$ cat config.mk
export PLATFORM = sky130hd
export DESIGN_NAME = cordic_phase_feeder
export DESIGN_NICKNAME = d
export VERILOG_FILES = /design/src/rtl/cordic_phase_feeder.sv
export SDC_FILE = /design/constraint.sdc
export NUM_CORES = 1
export LEC_CHECK = 0
export ABC_AREA = 0
export ABC_CLOCK_PERIOD_IN_PS = 2000
export BUFFER_PORTS_ARGS = -buffer_cell sky130_fd_sc_hd__buf_4
export CORE_MARGIN = 5
export CORE_UTILIZATION = 46
export CTS_CLUSTER_SIZE = 25
export DETAILED_ROUTE_END_ITERATION = 6
export PLACE_DENSITY = 0.87
export SYNTH_ARGS = -nofsm -noshare
export SYNTH_HDL_FRONTEND = slang
export SYNTH_SLANG_ARGS = --single-unit
$ cat constraint.sdc
create_clock -name clk_i -period 2 [get_ports clk_i]
set_input_delay 0.2 -clock clk_i [delete_from_list [all_inputs] [get_ports clk_i]]
set_output_delay 0.2 -clock clk_i [all_outputs]
set_load 0.05 [all_outputs]
$ cat src/rtl/cordic_phase_feeder.sv
// Purpose: feeds a downstream CORDIC with quadrant-folded phase words and un-folds its results.
// Latency: start vector one cycle after enable; cos/sin one cycle after cordic_valid_i.
// Backpressure: one transaction in flight; a missing result is abandoned after TIMEOUT_CYCLES WAIT cycles.
module cordic_phase_feeder #(
    parameter int N_FRAC         = 7,
    parameter int X_INIT         = 78,
    parameter int TIMEOUT_CYCLES = 15
) (
    input  logic                     clk_i,
    input  logic                     rst_i,
    input  logic                     enable_i,
    input  logic [7:0]               freq_word_i,
    input  logic                     phase_load_i,
    input  logic [7:0]               phase_i,
    output logic signed [N_FRAC:0]   x_o,
    output logic signed [N_FRAC:0]   y_o,
    output logic signed [N_FRAC:0]   z_o,
    output logic                     data_out_valid_strobe_o,
    input  logic signed [N_FRAC:0]   cordic_x_i,
    input  logic signed [N_FRAC:0]   cordic_y_i,
    input  logic                     cordic_valid_i,
    output logic signed [N_FRAC:0]   cos_o,
    output logic signed [N_FRAC:0]   sin_o,
    output logic                     sample_valid_o,
    output logic                     busy_o,
    output logic                     timeout_o
);

    localparam int DW = N_FRAC + 1;
    localparam int CW = $clog2(TIMEOUT_CYCLES + 1);
    localparam logic signed [DW-1:0] D_MIN = {1'b1, {N_FRAC{1'b0}}};
    localparam logic signed [DW-1:0] D_MAX = {1'b0, {N_FRAC{1'b1}}};
    localparam logic [CW-1:0] CNT_LAST = CW'(TIMEOUT_CYCLES - 1);

    typedef enum logic [1:0] {
        S_IDLE,
        S_ISSUE,
        S_WAIT
    } state_t;

    state_t              r_state;
    logic [7:0]          r_phase;
    logic                r_fold;
    logic [CW-1:0]       r_cnt;
    logic signed [DW-1:0] r_x, r_y, r_z, r_cos, r_sin;
    logic                r_strobe, r_sample_vld, r_busy, r_timeout;

    logic signed [7:0]    w_s;
    logic                 w_fold;
    logic signed [7:0]    w_z_fold;
    logic signed [DW-1:0] w_neg_x, w_neg_y;

    // Fold the accumulator into [-64, 63]; adding 128 mod 256 is a flip of the sign bit.
    always_comb begin
        w_s      = signed'(r_phase);
        w_fold   = (w_s < -8'sd64) || (w_s > 8'sd63);
        w_z_fold = w_fold ? signed'(r_phase ^ 8'h80) : w_s;
        w_neg_x  = (cordic_x_i == D_MIN) ? D_MAX : -cordic_x_i;
        w_neg_y  = (cordic_y_i == D_MIN) ? D_MAX : -cordic_y_i;
    end

    // Transaction FSM with registered outputs and the phase accumulator.
    always_ff @(posedge clk_i or negedge rst_i) begin
        if (!rst_i) begin
            r_state      <= S_IDLE;
            r_phase      <= '0;
            r_fold       <= 1'b0;
            r_cnt        <= '0;
            r_x          <= '0;
            r_y          <= '0;
            r_z          <= '0;
            r_cos        <= '0;
            r_sin        <= '0;
            r_strobe     <= 1'b0;
            r_sample_vld <= 1'b0;
            r_busy       <= 1'b0;
            r_timeout    <= 1'b0;
        end else begin
            r_strobe     <= 1'b0;
            r_sample_vld <= 1'b0;
            r_timeout    <= 1'b0;
            case (r_state)
                S_IDLE: begin
                    if (enable_i) begin
                        r_state  <= S_ISSUE;
                        r_x      <= DW'(X_INIT);
                        r_y      <= '0;
                        r_z      <= DW'(w_z_fold);
                        r_fold   <= w_fold;
                        r_strobe <= 1'b1;
                        r_busy   <= 1'b1;
                    end
                end
                S_ISSUE: begin
                    r_state <= S_WAIT;
                    r_cnt   <= '0;
                end
                S_WAIT: begin
                    if (cordic_valid_i) begin
                        // A result arriving on the last WAIT cycle still wins over the timeout.
                        r_cos        <= r_fold ? w_neg_x : cordic_x_i;
                        r_sin        <= r_fold ? w_neg_y : cordic_y_i;
                        r_sample_vld <= 1'b1;
                        r_phase      <= r_phase + freq_word_i;
                        r_state      <= S_IDLE;
                        r_busy       <= 1'b0;
                    end else if (r_cnt == CNT_LAST) begin
                        r_timeout <= 1'b1;
                        r_state   <= S_IDLE;
                        r_busy    <= 1'b0;
                    end else begin
                        r_cnt <= r_cnt + 1'b1;
                    end
                end
                default: begin
                    r_state <= S_IDLE;
                    r_busy  <= 1'b0;
                end
            endcase
            // A load overrides any advance in the same cycle; the in-flight fold/z are untouched.
            if (phase_load_i) begin
                r_phase <= phase_i;
            end
        end
    end

    assign x_o                     = r_x;
    assign y_o                     = r_y;
    assign z_o                     = r_z;
    assign cos_o                   = r_cos;
    assign sin_o                   = r_sin;
    assign data_out_valid_strobe_o = r_strobe;
    assign sample_valid_o          = r_sample_vld;
    assign busy_o                  = r_busy;
    assign timeout_o               = r_timeout;

endmodule

# Word-level counts from Yosys, hierarchy flattened
# Cells that the tools add are included.
# op_classes
add_sub_neg	4
mux	26
eq_ne	9
magnitude_cmp	2
reduce_logical	11
n_bitwise	2
# ops
cell	n
$mux 8	8
$eq 8x8->1 const B	2
$neg 8->8	2
$mux 1	10
$add 8x8->8	1
$gt 8x7->1 const B	1
$lt 8x7->1 const B	1
$mux 4	2
$pmux 4 s2	1
$reduce_and 2->1	4
$mux 2	3
$ne 2x2->1 const B	3
$pmux 2 s3	1
$reduce_and 3->1	2
$reduce_bool 2->1	3
$add 4x1->4 const B	1
$eq 4x4->1 const B	1
$ne 3x3->1 const B	1
$pmux 1 s3	1
$eq 2x1->1 const B	1
$eq 2x2->1 const B	1
$logic_not 2->1	1
$not 1->1	2
$logic_or 1x1->1	1
# word_totals
ff_bits	44
input_bits	37
output_inout_bits	44
wordCells	66

# Logic depth before layout (Yosys ltp)
# logic_depth
depth_word	4
ltp_mapped	8
depth_no_buf	8

# Worst setup path after synthesis
# No wires, ideal clock.
# synth_path
path_type	reg-to-reg
from	reg r_phase[0]
to	reg r_phase[6]
setup_ns	0.069
stages_incl_launch_ff	9
setup_slack_ns	0.123
path_buffers	0
period_less_slack_ns	1.877
t_arrival_ns	1.809
required_ns	1.931
path_cell_list	dfrtp_1 -> ha_1 -> inv_1 -> fa_1 -> and2b_1 -> o31a_1 -> o21ai_0 -> a2111o_1 -> nand3_1
# synth_via
elab_chain_len	4
# synth_rtl
item	line	text
start: declaration	42	logic [7:0] r_phase;
start signal: assignment	104	r_phase <= r_phase + freq_word_i;
start signal: assignment	122	r_phase <= phase_i;
$add 8x8->8	104	
$mux 8	99	if (cordic_valid_i) begin
$mux 8	82	case (r_state)
$mux 8	121	if (phase_load_i) begin
# No other way between the ends. The select of a mux whose other input is x is not followed.
# A chain may end at the register's enable or synchronous reset.

# Worst setup path after layout
# Ends and elaborated chain as after synthesis.

==> impl_metrics.yaml <==
status:
  status: "finished clean"
cells_and_area:
  drive_gt1_share_pct: 29.0
  antenna_cells: 0
  fill_cells: 438
  nets: 386
  final_cell_area_sq_mm: 0.00317
  syn_to_final_growth_pct: 27.4
timing:
  relSlewSlack_pct: 63.3
  period_needed_ns: 1.91
  report.final.slew_viol_count: 0
  fin_setup_tns_ns: 0
  fin_worst_skew_ns: 0.00920
  finalCritPeriodShare_pct: 95.7
  tightest_slew_ns: 0.551
  hold_viol_final: 0
  setup_viol: 0
  fmax_ghz: 0.522
setup_path:
  setup.worst_path.start_class: "flop"
  critPathArrivalTime_ns: 2.14
  max_stage_delay_ns: 0.41
  cp.required_ns: 2.23
  worst-path-max-fanout: 2
  path_cells: "ha_2, inv_1, fa_2, and2b_1, o31a_1, o21ai_1, a2111o_1, nand3_1"
  worst_setup_path_end_kind: "flop"
  critPathBufInv: 1
  critical_path_class: "reg -> reg"
  crit_family: "compound AO/OA/AOI/OAI gates"
  reg2reg_slack_ns: 0.09
  crit_slowest_cell: "a2111o_1"
logic_synthesis:
  ys_ff_latch: 44
  synth_commonest_cells: "dfrtp_1, nor2_1, a21oi_1"
  ys_types: 43
  yosysMostFrequentCell: "dfrtp_1"
  async_flop_share_pct: 100
  synth_edf_count: 0
  synth_seq_area_share_pct: 44.2
  netlist_area_sq_mm: 0.00249
  yosysTopAreaCell: "dfrtp_1"
  yosys_warnings: 0
  synth_top_area_share_pct: 44.2
  synth_area_leaders: "dfrtp_1, ha_1, a21oi_1"
  syn_area_per_cell_sq_um: 9.39
  synth_ff_type: "dfrtp_1"
  postSynthCellCount: 265
route:
  wl_microns: 5350
  drc: 0
  drtIter0Drc: 19
  wl_per_cell_microns: 13.1
  ant_nets: 0
  via_per_inst: 5.02
  firstDrtPassIters: 4
  vias: 2049
power_and_ir_drop:
  ir_worst_vdd_v: 0.000682
  p_per_area_mw_per_mm2: 1460
  p_leak_uw: 0.00151
clock_network:
  cts-root-buf: "clkbuf_8"
  cts_buffers: 5
  clk_path_buf_depth: 2
  tritoncts: "done"
  htreeDepth: 2
  path_clk_slew_ns: 0.08
  cts.sink_count: 44
  clk_latency_ns: 0.29
placed_design:
  dp_hpwl_microns: 4070
  globalplace.congestion: 0.828
  port_buffers: 68
  placed_cell_area_sq_mm: 0.00302
global_routing:
  grt_usage_pct: 15.2
  antenna_found_initial: 0
  grt-ovfl-total: 0
  grt_max_degree: 45
  grt_pass1_wl_microns: 8790
  grt_pass1_vias: 2100
die:
  rows: 26
  coreArea_sq_mm: 0.00517
  io_pins: 81
  dieArea_sq_mm: 0.00698
  die_y_microns: 83.6
  fp.dieW_microns: 83.6
  start_util_pct: 48.1
job:
  timing.max_cap.violations: 0
worst_hold_path:
  holdCritPathClass: "in -> reg"
==> layer usage <==
layer / vias to the layer above / wire length (microns) / track usage, %
li1: 1030 / - / -
met1: 952 / 2220 / 16.3
met2: 52 / 2740 / 28.3
met3: 15 / 262 / 3.16
met4: 0 / 137 / 7.02
met5: - / 0 / 0
==> final timing paths <==
kind / start / to / cells after the start
worst max-delay path: r_phase[0] / r_phase[6] / 8
worst min-delay path: phase_i[3] / r_phase[3] / 3
worst max register to register: r_phase[0] / r_phase[6] / 8
worst min register to register: cos_o[6] / cos_o[6] / 2
max in group asynchronous: rst_i / cos_o[0] / 2
min in group asynchronous: rst_i / r_fold / 2
==> report_power, final <==
group          leakage [uW]  switching, uW  internal (uW)
Clock             0.0000541            301            370
Combinational      0.000927           1610            868
Sequential         0.000527            257           1220
Total               0.00151           2170           2460
==> cell type report <==
type                       instances  area [sq um]  share of cell area, %
multi-input combinational        196          1240                   39.1
sequential                        44          1100                   34.7
timing repair buffer              77           581                   18.3
tap                               70          87.6                   2.76
clock buffer                       5          68.8                   2.17
inverter                          13          48.8                   1.54
clock inverter                     3          42.5                   1.34
==> cells in the final DEF, fill, tap and decap left out, drive strengths merged, types with 2 or more instances in the layout <==
cell	instances
dfrtp	44
nand2b	2
clkbuf	5
a211oi	2
nor3	6
or4	2
o21a	3
xnor2	5
nand3	12
xor2	8
a21o	2
buf	76
ha	11
mux2	6
a22o	2
clkinv	2
nand2	21
nor2b	5
nor3b	7
nor2	26
o21ai	18
nand3b	3
o31ai	4
conb	12
a21oi	25
mux2i	3
inv	12
==> metrics by stage <==
stage	std cells	setup slack (ns)	utilization (%)	power [uW]	hold slack [ns]
global route	408	-0.00316	61.3	4910	0.117
finish	408	0.0853	61.3	4620	0.111
floorplan	276	0.123	-	3240	-0.0956
CTS	407	0.0478	61.2	4660	0.106
global placement	396	0.0559	58.4	3920	0.221
detailed placement	396	-0.0200	58.4	3970	0.226
==> timing repair <==
action / 4_1_cts / 5_1_grt
hold endpoints to repair: 44 / 0
buffers inserted: 2 / 1
endpoints found under the setup margin: 1 / 1
pin swaps: 1 / 0
hold buffers: 1 / 0
gates resized for setup: 2 / 1
==> worst register-to-register path: cells and delay by family, from the launching register on <==
kind / cells / cell delay, ns
AO/OA/AOI/OAI: 3 / 0.64
adder cells (fa/ha/maj): 2 / 0.51
flip-flops: 1 / 0.37
AND/OR/NAND/NOR: 2 / 0.29
buffers and inverters: 1 / 0.05
==> sequential cells by signal, summed over array words and instances (netlist names) <==
signal                   cells
busy_o                       1
sin_o                        8
x_o                          1
z_o                          8
r_phase                      8
r_cnt                        4
sample_valid_o               1
data_out_valid_strobe_o      1
timeout_o                    1
r_state                      2
r_fold                       1
cos_o                        8
==> cells by family after synthesis <==
| kind of cell | synth area share (%) |
|---|---|
| fa+ha+maj | 6.33 |
| xor+xnor | 4.58 |
| simple gates | 18.6 |
| mux | 3.92 |
| buf+inv | 7.94 |
| compound gates | 14.3 |
| other cells | 0.151 |
| flops | 44.2 |
(Power assumes the default switching activity.)
